### config.mk
export PLATFORM = sky130hd
export DESIGN_NAME = bidir_pad_tx
export DESIGN_NICKNAME = d
export VERILOG_FILES = /design/src/rtl/bidir_pad_pkg.sv /design/src/rtl/bidir_pad_tx_bit_period_timer.sv /design/src/rtl/bidir_pad_tx.sv
export SDC_FILE = /design/constraint.sdc
export NUM_CORES = 1
export LEC_CHECK = 0
export ABC_CLOCK_PERIOD_IN_PS = 4700
export BUFFER_PORTS_ARGS = -buffer_cell sky130_fd_sc_hd__buf_4
export CAP_MARGIN = 0
export CORE_UTILIZATION = 45
export CTS_CLUSTER_DIAMETER = 200
export CTS_CLUSTER_SIZE = 40
export DETAILED_ROUTE_END_ITERATION = 12
export GPL_TIMING_DRIVEN = 0
export SYNTH_ARGS = -nofsm -noshare
export SYNTH_HDL_FRONTEND = slang
export SYNTH_SLANG_ARGS = --single-unit
### constraint.sdc
create_clock -name clk -period 4.7 [get_ports clk]
set_input_delay 0.94 -clock clk [delete_from_list [all_inputs] [get_ports clk]]
set_output_delay 0.94 -clock clk [all_outputs]
set_load 0.05 [all_outputs]
### src/rtl/bidir_pad_pkg.sv
// Shared types and pad-level constants for the bidirectional pad transmit/receive paths.
package bidir_pad_pkg;

    typedef enum logic [2:0] {
        IDLE,
        LEAD,
        START,
        DATA,
        PARITY,
        STOP,
        TAIL
    } state_t;

    localparam logic PAD_HIZ   = 1'b1;
    localparam logic PAD_DRIVE = 1'b0;
    localparam logic LINE_IDLE = 1'b1;

endpackage

### src/rtl/bidir_pad_tx_bit_period_timer.sv
// Bit-period divider: counts 0..CLKS_PER_BIT-1, flags the terminal and the
// second-to-last count, and can be forced back to zero on any state entry.
module bit_period_timer #(
    parameter int CLKS_PER_BIT = 4
) (
    input  logic clk,
    input  logic rst_n,
    input  logic i_restart,
    output logic o_tc,
    output logic o_pre_tc
);

    localparam int            CW   = $clog2(CLKS_PER_BIT);
    localparam logic [CW-1:0] LAST = CW'(CLKS_PER_BIT - 1);
    localparam logic [CW-1:0] PRE  = CW'(CLKS_PER_BIT - 2);

    logic [CW-1:0] r_cnt;

    always_ff @(posedge clk or negedge rst_n) begin
        if (!rst_n) begin
            r_cnt <= '0;
        end else if (i_restart || (r_cnt == LAST)) begin
            r_cnt <= '0;
        end else begin
            r_cnt <= r_cnt + CW'(1);
        end
    end

    assign o_tc     = (r_cnt == LAST);
    assign o_pre_tc = (r_cnt == PRE);

endmodule

### src/rtl/bidir_pad_tx.sv
// Transmit driver for one bidirectional pad: serialises frames on pad_o and owns pad_t.
// Build option BIDIR_PAD_TX_PARITY_EN adds a parity slot and the PARITY_ODD parameter.
module bidir_pad_tx
    import bidir_pad_pkg::*;
#(
    parameter int CLKS_PER_BIT = 4,
    parameter int GUARD_BITS   = 1,
    parameter int DATA_BITS    = 8
`ifdef BIDIR_PAD_TX_PARITY_EN
    , parameter bit PARITY_ODD = 1'b0
`endif
) (
    input  logic                 clk,
    input  logic                 rst_n,
    input  logic [DATA_BITS-1:0] tx_data,
    input  logic                 tx_valid,
    output logic                 tx_ready,
    output logic                 pad_o,
    output logic                 pad_t,
    output logic                 busy
);

    localparam int               CNT_MAX    = (DATA_BITS > GUARD_BITS) ? DATA_BITS : GUARD_BITS;
    localparam int               CNT_W      = $clog2(CNT_MAX + 1);
    localparam logic [CNT_W-1:0] DATA_LAST  = CNT_W'(DATA_BITS - 1);
    localparam logic [CNT_W-1:0] GUARD_LAST = CNT_W'((GUARD_BITS > 0) ? GUARD_BITS - 1 : 0);
    localparam state_t           FIRST_ST   = (GUARD_BITS > 0) ? LEAD : START;
    localparam state_t           END_ST     = (GUARD_BITS > 0) ? TAIL : IDLE;
`ifdef BIDIR_PAD_TX_PARITY_EN
    localparam state_t           AFTER_DATA = PARITY;
`else
    localparam state_t           AFTER_DATA = STOP;
`endif

    state_t               r_state;
    logic [DATA_BITS-1:0] r_shift;
    logic [CNT_W-1:0]     r_cnt;
    logic                 r_pad_o;
    logic                 r_pad_t;
    logic                 r_tx_ready;
    logic                 r_busy;

    state_t               w_next_state;
    logic [DATA_BITS-1:0] w_shift_nxt;
    logic [CNT_W-1:0]     w_cnt_nxt;
    logic                 w_pad_o_nxt;
    logic                 w_xfer;
    logic                 w_tc;
    logic                 w_pre_tc;
    logic                 w_restart;

    assign w_xfer    = tx_valid & r_tx_ready;
    assign w_restart = (w_next_state != r_state);

    bit_period_timer #(
        .CLKS_PER_BIT(CLKS_PER_BIT)
    ) u_timer (
        .clk      (clk),
        .rst_n    (rst_n),
        .i_restart(w_restart),
        .o_tc     (w_tc),
        .o_pre_tc (w_pre_tc)
    );

`ifdef BIDIR_PAD_TX_PARITY_EN
    logic r_parity;

    always_ff @(posedge clk or negedge rst_n) begin
        if (!rst_n) begin
            r_parity <= 1'b0;
        end else if (w_xfer) begin
            r_parity <= (^tx_data) ^ PARITY_ODD;
        end
    end
`endif

    always_comb begin
        w_next_state = r_state;
        w_shift_nxt  = r_shift;
        w_cnt_nxt    = r_cnt;
        case (r_state)
            IDLE: begin
                if (w_xfer) begin
                    w_shift_nxt  = tx_data;
                    w_cnt_nxt    = '0;
                    w_next_state = FIRST_ST;
                end
            end
            LEAD, TAIL: begin
                if (w_tc) begin
                    if (r_cnt == GUARD_LAST) begin
                        w_cnt_nxt    = '0;
                        w_next_state = (r_state == LEAD) ? START : IDLE;
                    end else begin
                        w_cnt_nxt = r_cnt + CNT_W'(1);
                    end
                end
            end
            START: begin
                if (w_tc) begin
                    w_cnt_nxt    = '0;
                    w_next_state = DATA;
                end
            end
            DATA: begin
                if (w_tc) begin
                    w_shift_nxt = r_shift >> 1;
                    if (r_cnt == DATA_LAST) begin
                        w_cnt_nxt    = '0;
                        w_next_state = AFTER_DATA;
                    end else begin
                        w_cnt_nxt = r_cnt + CNT_W'(1);
                    end
                end
            end
`ifdef BIDIR_PAD_TX_PARITY_EN
            PARITY: begin
                if (w_tc) begin
                    w_next_state = STOP;
                end
            end
`endif
            STOP: begin
                if (w_tc) begin
                    w_cnt_nxt = '0;
                    // back-to-back: a frame accepted here skips tail and lead entirely
                    if (w_xfer) begin
                        w_shift_nxt  = tx_data;
                        w_next_state = START;
                    end else begin
                        w_next_state = END_ST;
                    end
                end
            end
            default: begin
                w_next_state = IDLE;
            end
        endcase
    end

    always_comb begin
        w_pad_o_nxt = LINE_IDLE;
        case (w_next_state)
            START:   w_pad_o_nxt = ~LINE_IDLE;
            DATA:    w_pad_o_nxt = w_shift_nxt[0];
`ifdef BIDIR_PAD_TX_PARITY_EN
            PARITY:  w_pad_o_nxt = r_parity;
`endif
            default: w_pad_o_nxt = LINE_IDLE;
        endcase
    end

    // outputs are registered from the next state so they change on the same edge as the state
    always_ff @(posedge clk or negedge rst_n) begin
        if (!rst_n) begin
            r_state    <= IDLE;
            r_shift    <= '0;
            r_cnt      <= '0;
            r_pad_o    <= LINE_IDLE;
            r_pad_t    <= PAD_HIZ;
            r_tx_ready <= 1'b0;
            r_busy     <= 1'b0;
        end else begin
            r_state    <= w_next_state;
            r_shift    <= w_shift_nxt;
            r_cnt      <= w_cnt_nxt;
            r_pad_o    <= w_pad_o_nxt;
            r_pad_t    <= (w_next_state == IDLE) ? PAD_HIZ : PAD_DRIVE;
            r_tx_ready <= (w_next_state == IDLE) || ((r_state == STOP) && w_pre_tc);
            r_busy     <= (w_next_state != IDLE);
        end
    end

    assign pad_o    = r_pad_o;
    assign pad_t    = r_pad_t;
    assign tx_ready = r_tx_ready;
    assign busy     = r_busy;

endmodule

==> results of run 1 <==
## layout make-up
class / count / area, sq um
Multi-Input combinational cell: 85 / 681
Clock buffer: 3 / 22.5
Clock inverter: 1 / 5.00
Buffer: 6 / 51.3
Fill cell: 245 / 1270
Sequential cell: 21 / 528
Timing Repair Buffer: 14 / 105
Inverter: 9 / 33.8
Tap cell: 31 / 38.8
## metrics by stage
step / power, mW / hold WS (ps) / utilization (%)
2_1_floorplan: 0.510 / 433 / -
3_3_place_gp: 0.579 / 451 / 52.6
3_5_place_dp: 0.589 / 466 / 52.6
4_1_cts: 0.672 / 482 / 53.6
5_1_grt: 0.719 / 504 / 53.6
6_report: 0.665 / 481 / 53.6
## path summary, 6_finish.rpt
kind,end,slack (ps),depth (start not counted)
max,pad_o,2760,1
min,u_timer.r_cnt[0]$_DFF_PN0_,480,1
max reg2reg,pad_o$_DFF_PN1_,2870,6
min reg2reg,u_timer.r_cnt[0]$_DFF_PN0_,480,1
max in group asynchronous,pad_o$_DFF_PN1_,3930,1
min in group asynchronous,r_shift[7]$_DFFE_PN0P_,500,1
## cells in the final DEF (no fill, tap or decap), types with 3 or more instances in the layout
| cell | count |
|---|---|
| nand2_1 | 4 |
| clkbuf_4 | 3 |
| dfrtp_1 | 19 |
| o211ai_1 | 3 |
| inv_1 | 8 |
| a22o_1 | 7 |
| nor2_1 | 5 |
| a21o_1 | 8 |
| nor3_1 | 3 |
| a211oi_1 | 4 |
| buf_6 | 3 |
| ha_1 | 4 |
| nand3_1 | 5 |
| nand2b_1 | 3 |
| buf_4 | 15 |
## power groups by stage
| stage | Clock [mW] | Sequential [mW] | Combinational (mW) |
|---|---|---|---|
| CTS | 0.0871 | 0.274 | 0.312 |
| detailed placement | 0 | 0.278 | 0.311 |
| global route | 0.0934 | 0.281 | 0.345 |
| floorplan | 0 | 0.282 | 0.228 |
| global placement | 0 | 0.275 | 0.304 |
| finish | 0.0822 | 0.273 | 0.310 |
## flip-flops by register name (all words and copies together), names as in the netlist
register / flops
r_shift: 8
r_cnt: 4
r_state: 3
u_timer.r_cnt: 2
busy: 1
pad_o: 1
pad_t: 1
tx_ready: 1
## metal layers
metal	track usage [%]	wire, microns	vias to the layer above
li1	-	-	489
met1	21.3	1120	476
met2	32.5	1320	17
met3	2.09	60	2
met4	6.43	16	0
met5	0	0	-
## cells by family after synthesis
logic type,Yosys count,synth area share (%)
multiplexers,1,0.774
adder cells (fa/ha/maj),4,3.87
AND/OR/NAND/NOR,36,17.9
buffers and inverters,15,6.58
AO/OA/AOI/OAI,43,29.4
flip-flops,21,40.8
XOR/XNOR,1,0.677
==> metrics list, run 1 <==
- For this block, the initial DRC count from the detailed router was 18.
- Clk sinks: 21
- Pwr Density: around 450 nW/um^2
- Before CTS, the worst setup slack after placement is 2640 ps.
- The count of cells in the finished layout, fillers not included, comes to 170.
* Cell row count: 19
- Once detailed placement completed, the half-perimeter wirelength came to 1960 microns.
- CP max stage delay: 530 ps
- Class of the most critical setup path: flop to primary output
* Cells along the critical path: buf_4
* Final number of hold-violating endpoints: 0
* I/O Buffers: 14
- Clock network fraction of total power: 12.4%
- Diodes inserted: 0
* Post-CTS setup buffers: 0
* Routed vias: 984
* Normalized max-slew margin: 66.5%
* Skew-Pair Late Insertion Delay: 290 ps
- Fraction of final layout cells with drive strength greater than 1: 28.1%
- The first global-routing pass estimated 4350 microns of wire.
* Sequential cell area fraction in the yosys report: 40.8%
* Max H-tree Level: 1
- Share of the cycle needed by the critical path after routing: 41.3%
- Synth warn: 0
- Summed over all cells, the static leakage comes to 0.696 nW.
- For the final database, setup skew stands at 3.06 ps.
- After technology mapping, the gate count stands at 121.
- During I/O placement, the number of pins put on the boundary was 15.
- GRT Resource Usage Total: 17.8%
- Synth Register Bits: 21
- Global routing finished with a remaining overflow of 0.
* List of most frequent post-synthesis cells: 19 x dfrtp_1, 8 x a21o_1, 8 x inv_1, 7 x a22o_1
- Setup repair after global routing left no endpoint under its margin.
- Derived from the worst setup path, the maximum achievable clock frequency is 0.515 GHz.
* Number of library cell types mapped by synthesis: 50
- Counting both buffers and inverters, the worst setup path holds a total of 1.
- Antenna-violating nets left: 0
* Post-route DRC: 0
- Clock Root Buffer: clkbuf_4
* Number of violations of the max-capacitance limit: 0
- Before antenna repair, the detailed router went through 4 iterations.
- Among all cell types in the netlist, the one instantiated most often is dfrtp_1.
- The largest individual stage delay along the critical path comes from the cell dfstp_2.
- The core region is 2730 sq um.
- The worst setup path is captured at a primary output.
- Compared with the post-synthesis result, the final layout area differs by 13.2%.
* Biggest area contributors in the synthesized netlist: dfrtp_1 37%, a22o_1 4.7%, a21o_1 4.6%
- The number of nets in the synthesized netlist is 136.
- Combinational logic burns 46.6% of the power.
- The startpoint identified for the worst hold timing path is u_timer.r_cnt[0]$_DFF_PN0_.
* Sum Neg Setup Slack: 0 ps
* Longest Clk Path Bufs: 2
- Result of the run: completed
* Actual slew at the worst max-slew pin: 502 ps
- In the routed layout, each cell is associated on average with a via count of between 5 and 6.
- Clock edge transition at the registers on the reported setup and hold paths: roughly 110 ps
- In this run the horizontal extent of the chip is about 56 microns.
* Max rail drop VDD: 285 uV
* Maximum number of pins on one net before global-route repair: 22
* Count of flip-flops with a built-in enable after synthesis: 0
- Internal power comes to between 0.4 and 0.5 mW.
* Starting density of the core: between 40 and 50%
- TritonCTS built the clock tree.
* Number of antenna violations at the first check in global routing: 0
* Yosys top cell area share: 36.8%
- Counting tap cells, the placed design contains a total of around 170 instances.
- Origin of the critical flop-to-flop path: r_cnt[0]$_DFFE_PN0P_
- Hold-fix buffers, CTS: 0
- Asr flop ratio synth: 100%
- Critical path's top delay family: flip-flops
* Total detailed-routing wirelength: between 2000 and 3000 microns
- Final setup fails: 0
- Critical Path RT: about 3800 ps
* Post-synthesis average cell area: 10.7 sq um
* Average routed wire per standard cell: 14.8 microns
* Placed instance area: 1440 sq um
- Data on the critical path arrives at its endpoint at 1000 ps.
* Via count of the first global-routing pass: 1015
- RD Place Congestion: 0.800
- Library cell with the largest summed area after synthesis: dfrtp_1
- Of the total power, the share spent switching nets is 39.8%.
- Sequential group share of total power: 41.0%
* Clock period minus final worst setup slack: 1940 ps
- Summing every instance area after synthesis gives 1290 sq um.
- Area of the die: about 3100 sq um
- Crit Path Max Fanout: 1
* Launching element of the worst setup path: pad_o$_DFF_PN1_
* Final WS setup: 2760 ps
- The max-slew violation total from the final report is 0.
- Prevailing post-synth register cell: dfrtp_1
- Summed over all nets, the switching power comes to about 0.26 mW.
- Class of the most critical hold timing path: flop to flop
- The die is 55.6 microns tall.
* Final standard cell area without fillers: 1470 sq um
- STA classifies the critical path startpoint as a flop.
* Post-layout net count: approximately 160
- Number of gates resized after cts: 0
- Buffers inserted during clock tree synthesis total 3.
Note: power is estimated with default switching activity, not from simulation.
==> inputs of run 2 (changes only) <==
Settings changed: ABC_AREA set to 1, ABC_CLOCK_PERIOD_IN_PS 4700 to 1690, PLACE_DENSITY set to 0.67.
Clock period 4.7 ns to 1.69 ns, I/O delays scaled along.
==> run 2 against run 1 <==
Compared with the run above:
- routed wire length up 3.5%
- first-iteration DRC count up 39%
- global-route usage up 2.0 points
- via count up 14%
- utilization up 3.9 points
- die area down 4.5%
- clock-buffer cell count up 1
- non-clock buffer count down 2
- synthesized cell count up 38%
- worst setup slack worse by 2600 ps
- largest cell class unchanged
- largest power group unchanged
==> metrics list, run 2 <==
- The placed cell area is 1380 sq um (-4.3%).
* Area of the die: 2960 sq um (-4.5%)
- TritonCTS clock tree: yes
- The number of nets in the layout came to 203 (+31%).
* Reg-to-reg endpoint: r_cnt[1]$_DFFE_PN0P_
- The max-slew violation total from the final report is 0 (unchanged).
- The flip-flop count of the largest register after layout came to 8 (unchanged).
- Leak: 0.717 nW (+3.0%)
- The max capacitance violation total is 0 (unchanged).
- Post-route DRC: 0 (unchanged)
* Library cell with the largest summed area after synthesis: dfrtp_1
- Crit path launch type: flop
- Final standard cell area without fillers: 1460 sq um (about the same)
* Longest Clk Path Bufs: 2 (unchanged)
- Fraction of final layout cells with drive strength greater than 1: 24.6% (-3.5 points)
* Combinational share of power: 56.5% (+9.9 points)
- The H-tree level count is 1 (unchanged).
- Number of library cell types mapped by synthesis: 22 (-56%)
* Final setup fails: 0 (unchanged)
* Clock period minus final worst setup slack: about 1600 ps
* Area growth from synthesis to layout: 18.7%
- The total power per unit cell area came to 1710 nW/um^2 (+280%).
- The global-route wire length before repair is 4060 microns (-6.6%).
- Chip Height: 54.4 microns (-2.3%)
* Yosys top cell area share: 38.5% (+1.8 points)
- The number of diodes added for antenna fixing was 0 (unchanged).
- Maximum number of pins on one net before global-route repair: 22 (unchanged)
- Yosys instantiated no cell more often than nand2_1.
* Skew-Pair Late Insertion Delay: 300 ps (about the same)
- The synthesized instance count came to 167 (+38%).
- The remaining antenna violation count was 0 (unchanged).
* Clock network fraction of total power: 9.7% (-2.7 points)
* Clock Root Buffer: clkbuf_4
- The routability congestion estimate from global placement came to 0.847 (+5.9%).
* GRT Resource Usage Total: 19.7% (+2.0 points)
* Asr flop ratio synth: 100% (unchanged)
- Number of stages on the worst hold path: 3 (+2)
- The internal power was 1.27 mW (+220%).
* Starting density of the core: 48.5% (+1.2 points)
* Worst hold endpoint: r_shift[7]$_DFFE_PN0P_
* Synth Register Bits: 21 (unchanged)
* Placement Setup Slack: 68.2 ps (-2570 ps)
- Minimum setup slack among reg-to-reg paths: 140 ps (-2730 ps)
- Synth warn: 0 (unchanged)
- The HPWL reported at the end of detailed placement came to 1980 microns (+0.84%).
* Clk sinks: 21 (unchanged)
- The sequential fraction of design power was 33.8% (-7.2 points).
- Netlist area before placement: 1230 sq um (-4.6%)
- Biggest area contributors in the synthesized netlist: dfrtp_1 39%, nand2_1 9.7%, inv_1 6.7%
- List of most frequent post-synthesis cells: 32 x nand2_1, 22 x inv_1, 19 x dfrtp_1, 18 x nor2_1
* Clock edge transition at the registers on the reported setup and hold paths: 110 ps (about the same)
- The worst path setup slack after routing was 136 ps (-2620 ps).
- Share of the cycle needed by the critical path after routing: about nine tenths
- The worst reg-to-reg path cell count is 7 (+1).
* Class of the most critical setup path: flop to flop
- Crit Path Max Fanout: 8 (+7)
- The hold violation total from the final report is 0 (unchanged).
- The flow ran to the end, and the final reports show no timing, DRC or antenna violations.
* Total detailed-routing wirelength: 2600 microns (+3.5%)
- Average routed wire per standard cell: 12.0 microns (-19%)
* Sw Share: 49.3% (+9.6 points)
- Detailed Route Iter0 Violations: 25 (+7)
- The worst hold path belongs to the class input pin to flop.
- Cell row count: 18 (-1)
- Count of flip-flops with a built-in enable after synthesis: 0 (unchanged)
* Actual slew at the worst max-slew pin: 308 ps (-195 ps)
- The number of buffers created by CTS was 3 (unchanged).
- The first-pass iteration count of the detailed router is 4 (unchanged).
- Post-synthesis average cell area: 7.39 sq um (-31%)
- Normalized max-slew margin: 79.4% (+13 points)
* Overflow left after global routing: 0 (unchanged)
* Top flop regs: r_shift (8), r_cnt (4), r_state (3)
- The net switching power figure is 1.23 mW (+370%).
* Top library cells by usage in the layout, fill and taps aside: 31 x nand2_1, 21 x inv_1, 19 x dfrtp_1
* Overall die width: 54.4 microns (-2.3%)
* Via count of the first global-routing pass: 1016 (+0.099%)
* Core region area: 2540 sq um (-6.9%)
- Prevailing post-synth register cell: dfrtp_1
- The I/O pin total is 15 (unchanged).
- Min-Delay Startpoint: tx_data[7]
- Counting flops per register, the top entry is r_shift.
* Worst clock skew: 0.899 ps (-2.16 ps)
- Endpoint kind of the worst setup timing path: flop
- Number of antenna violations at the first check in global routing: 0 (unchanged)
- The library cell used most frequently in the layout, excluding fill and tap cells, is nand2_1.
- The startpoint identified for the worst register-to-register timing path is r_state[2]$_DFF_PN0_.
- The sequential element share of the synthesized area came to 42.8% (+2.0 points).
- The number of vias after detailed routing was 1119 (+14%).
* DR vias/cell: 5.16 (-11%)
- Synth Net Count: 182 (+34%)
- Critical Path RT: 1890 ps (-1870 ps)
- The worst ir drop on vdd was 1380 uV (+380%).
- The count of port buffers added during placement was 14 (unchanged).
* Data arrival time of the critical path: 1750 ps (+750 ps)
* Timing-limited maximum frequency: 0.644 GHz
==> run 2: cell types whose count changed in the layout (fill, tap and decap cells not counted), sizes merged, moves of 5 or more <==
cell | before | now
a211oi | 5 | 0
a21o | 8 | 0
a22o | 7 | 0
a31oi | 1 | 7
inv | 9 | 28
nand2 | 5 | 36
nand3 | 5 | 12
nor2 | 5 | 23
o21ai | 3 | 17
==> run 2: how the worst max path moves through the flow <==
| stage | start | endpoint | slack, ps | cells after the start |
|---|---|---|---|---|
| 3_5_place_dp | r_state[1]$_DFF_PN0_ | r_shift[4]$_DFFE_PN0P_ | 70 | 8 |
| 2_1_floorplan | tx_ready$_DFF_PN0_ | pad_o$_DFF_PN1_ | 160 | 10 |
| 5_1_grt | u_timer.r_cnt[0]$_DFF_PN0_ | u_timer.r_cnt[0]$_DFF_PN0_ | -0.6 | 9 |
| 6_report | r_state[2]$_DFF_PN0_ | r_cnt[1]$_DFFE_PN0P_ | 140 | 7 |
| 4_1_cts | r_state[1]$_DFF_PN0_ | r_shift[4]$_DFFE_PN0P_ | 50 | 8 |
| 3_3_place_gp | u_timer.r_cnt[0]$_DFF_PN0_ | r_cnt[1]$_DFFE_PN0P_ | 90 | 8 |
==> run 2: per-layer routing <==
layer	routed length [microns]	global-route usage (%)	vias to the layer above
met5	0	0	-
met2	1220	33.3	19
met4	42	9.40	0
li1	-	-	584
met3	105	3.33	4
met1	1230	24.1	512
==> run 2: final cells by class <==
| type | count | area [sq um] |
|---|---|---|
| Fill cell | 248 | 1080 |
| Multi-Input combinational cell | 116 | 632 |
| Sequential cell | 21 | 528 |
| Timing Repair Buffer | 16 | 123 |
| Inverter | 28 | 105 |
| Tap cell | 30 | 37.5 |
| Clock buffer | 4 | 26.3 |
| Buffer | 2 | 12.5 |
==> run 2: cell families after synthesis <==
logic type	Yosys count	synth area share (%)
compound gates	32	14.5
xor+xnor	1	0.710
fa+ha+maj	4	4.06
buf+inv	30	9.33
flops	21	42.8
simple gates	79	28.6
==> run 2: critical path, stage by stage (launching register included) <==
cell and delay [ps]:
dfrtp_1 370, buf_2 170, nor2_2 180, nand2_1 140, o21ai_1 310, nor2_4 80
nand3_1 120, o22ai_1 80
==> run 2: power by group through the flow <==
stage / combinational (mW) / sequential, mW / clock [mW]
after detailed placement: 1.30 / 0.857 / 0
final: 1.41 / 0.846 / 0.242
after floorplan: 0.841 / 0.991 / 0
after global placement: 1.27 / 0.848 / 0
after global routing: 1.57 / 0.872 / 0.269
after CTS: 1.31 / 0.846 / 0.254
==> run 2: metrics by stage <==
step | cells | utilization (%) | power, mW | TNS (ps) | hold WS, ps
2_1_floorplan | 167 | - | 1.83 | 0 | 42.4
6_report | 217 | 57.5 | 2.50 | 0 | 266
3_5_place_dp | 211 | 54.1 | 2.15 | 0 | 240
5_1_grt | 217 | 57.5 | 2.71 | -0.606 | 261
4_1_cts | 216 | 55.5 | 2.41 | 0 | 255
3_3_place_gp | 211 | 54.1 | 2.12 | 0 | 234
==> run 2: repair_timing <==
| item | CTS | global route |
|---|---|---|
| hold buffers | 1 | 0 |
| endpoints found under the hold margin | 19 | 0 |
| endpoints found under the setup margin | 0 | 15 |
| resized for setup | 0 | 12 |
| buffers inserted | 0 | 1 |
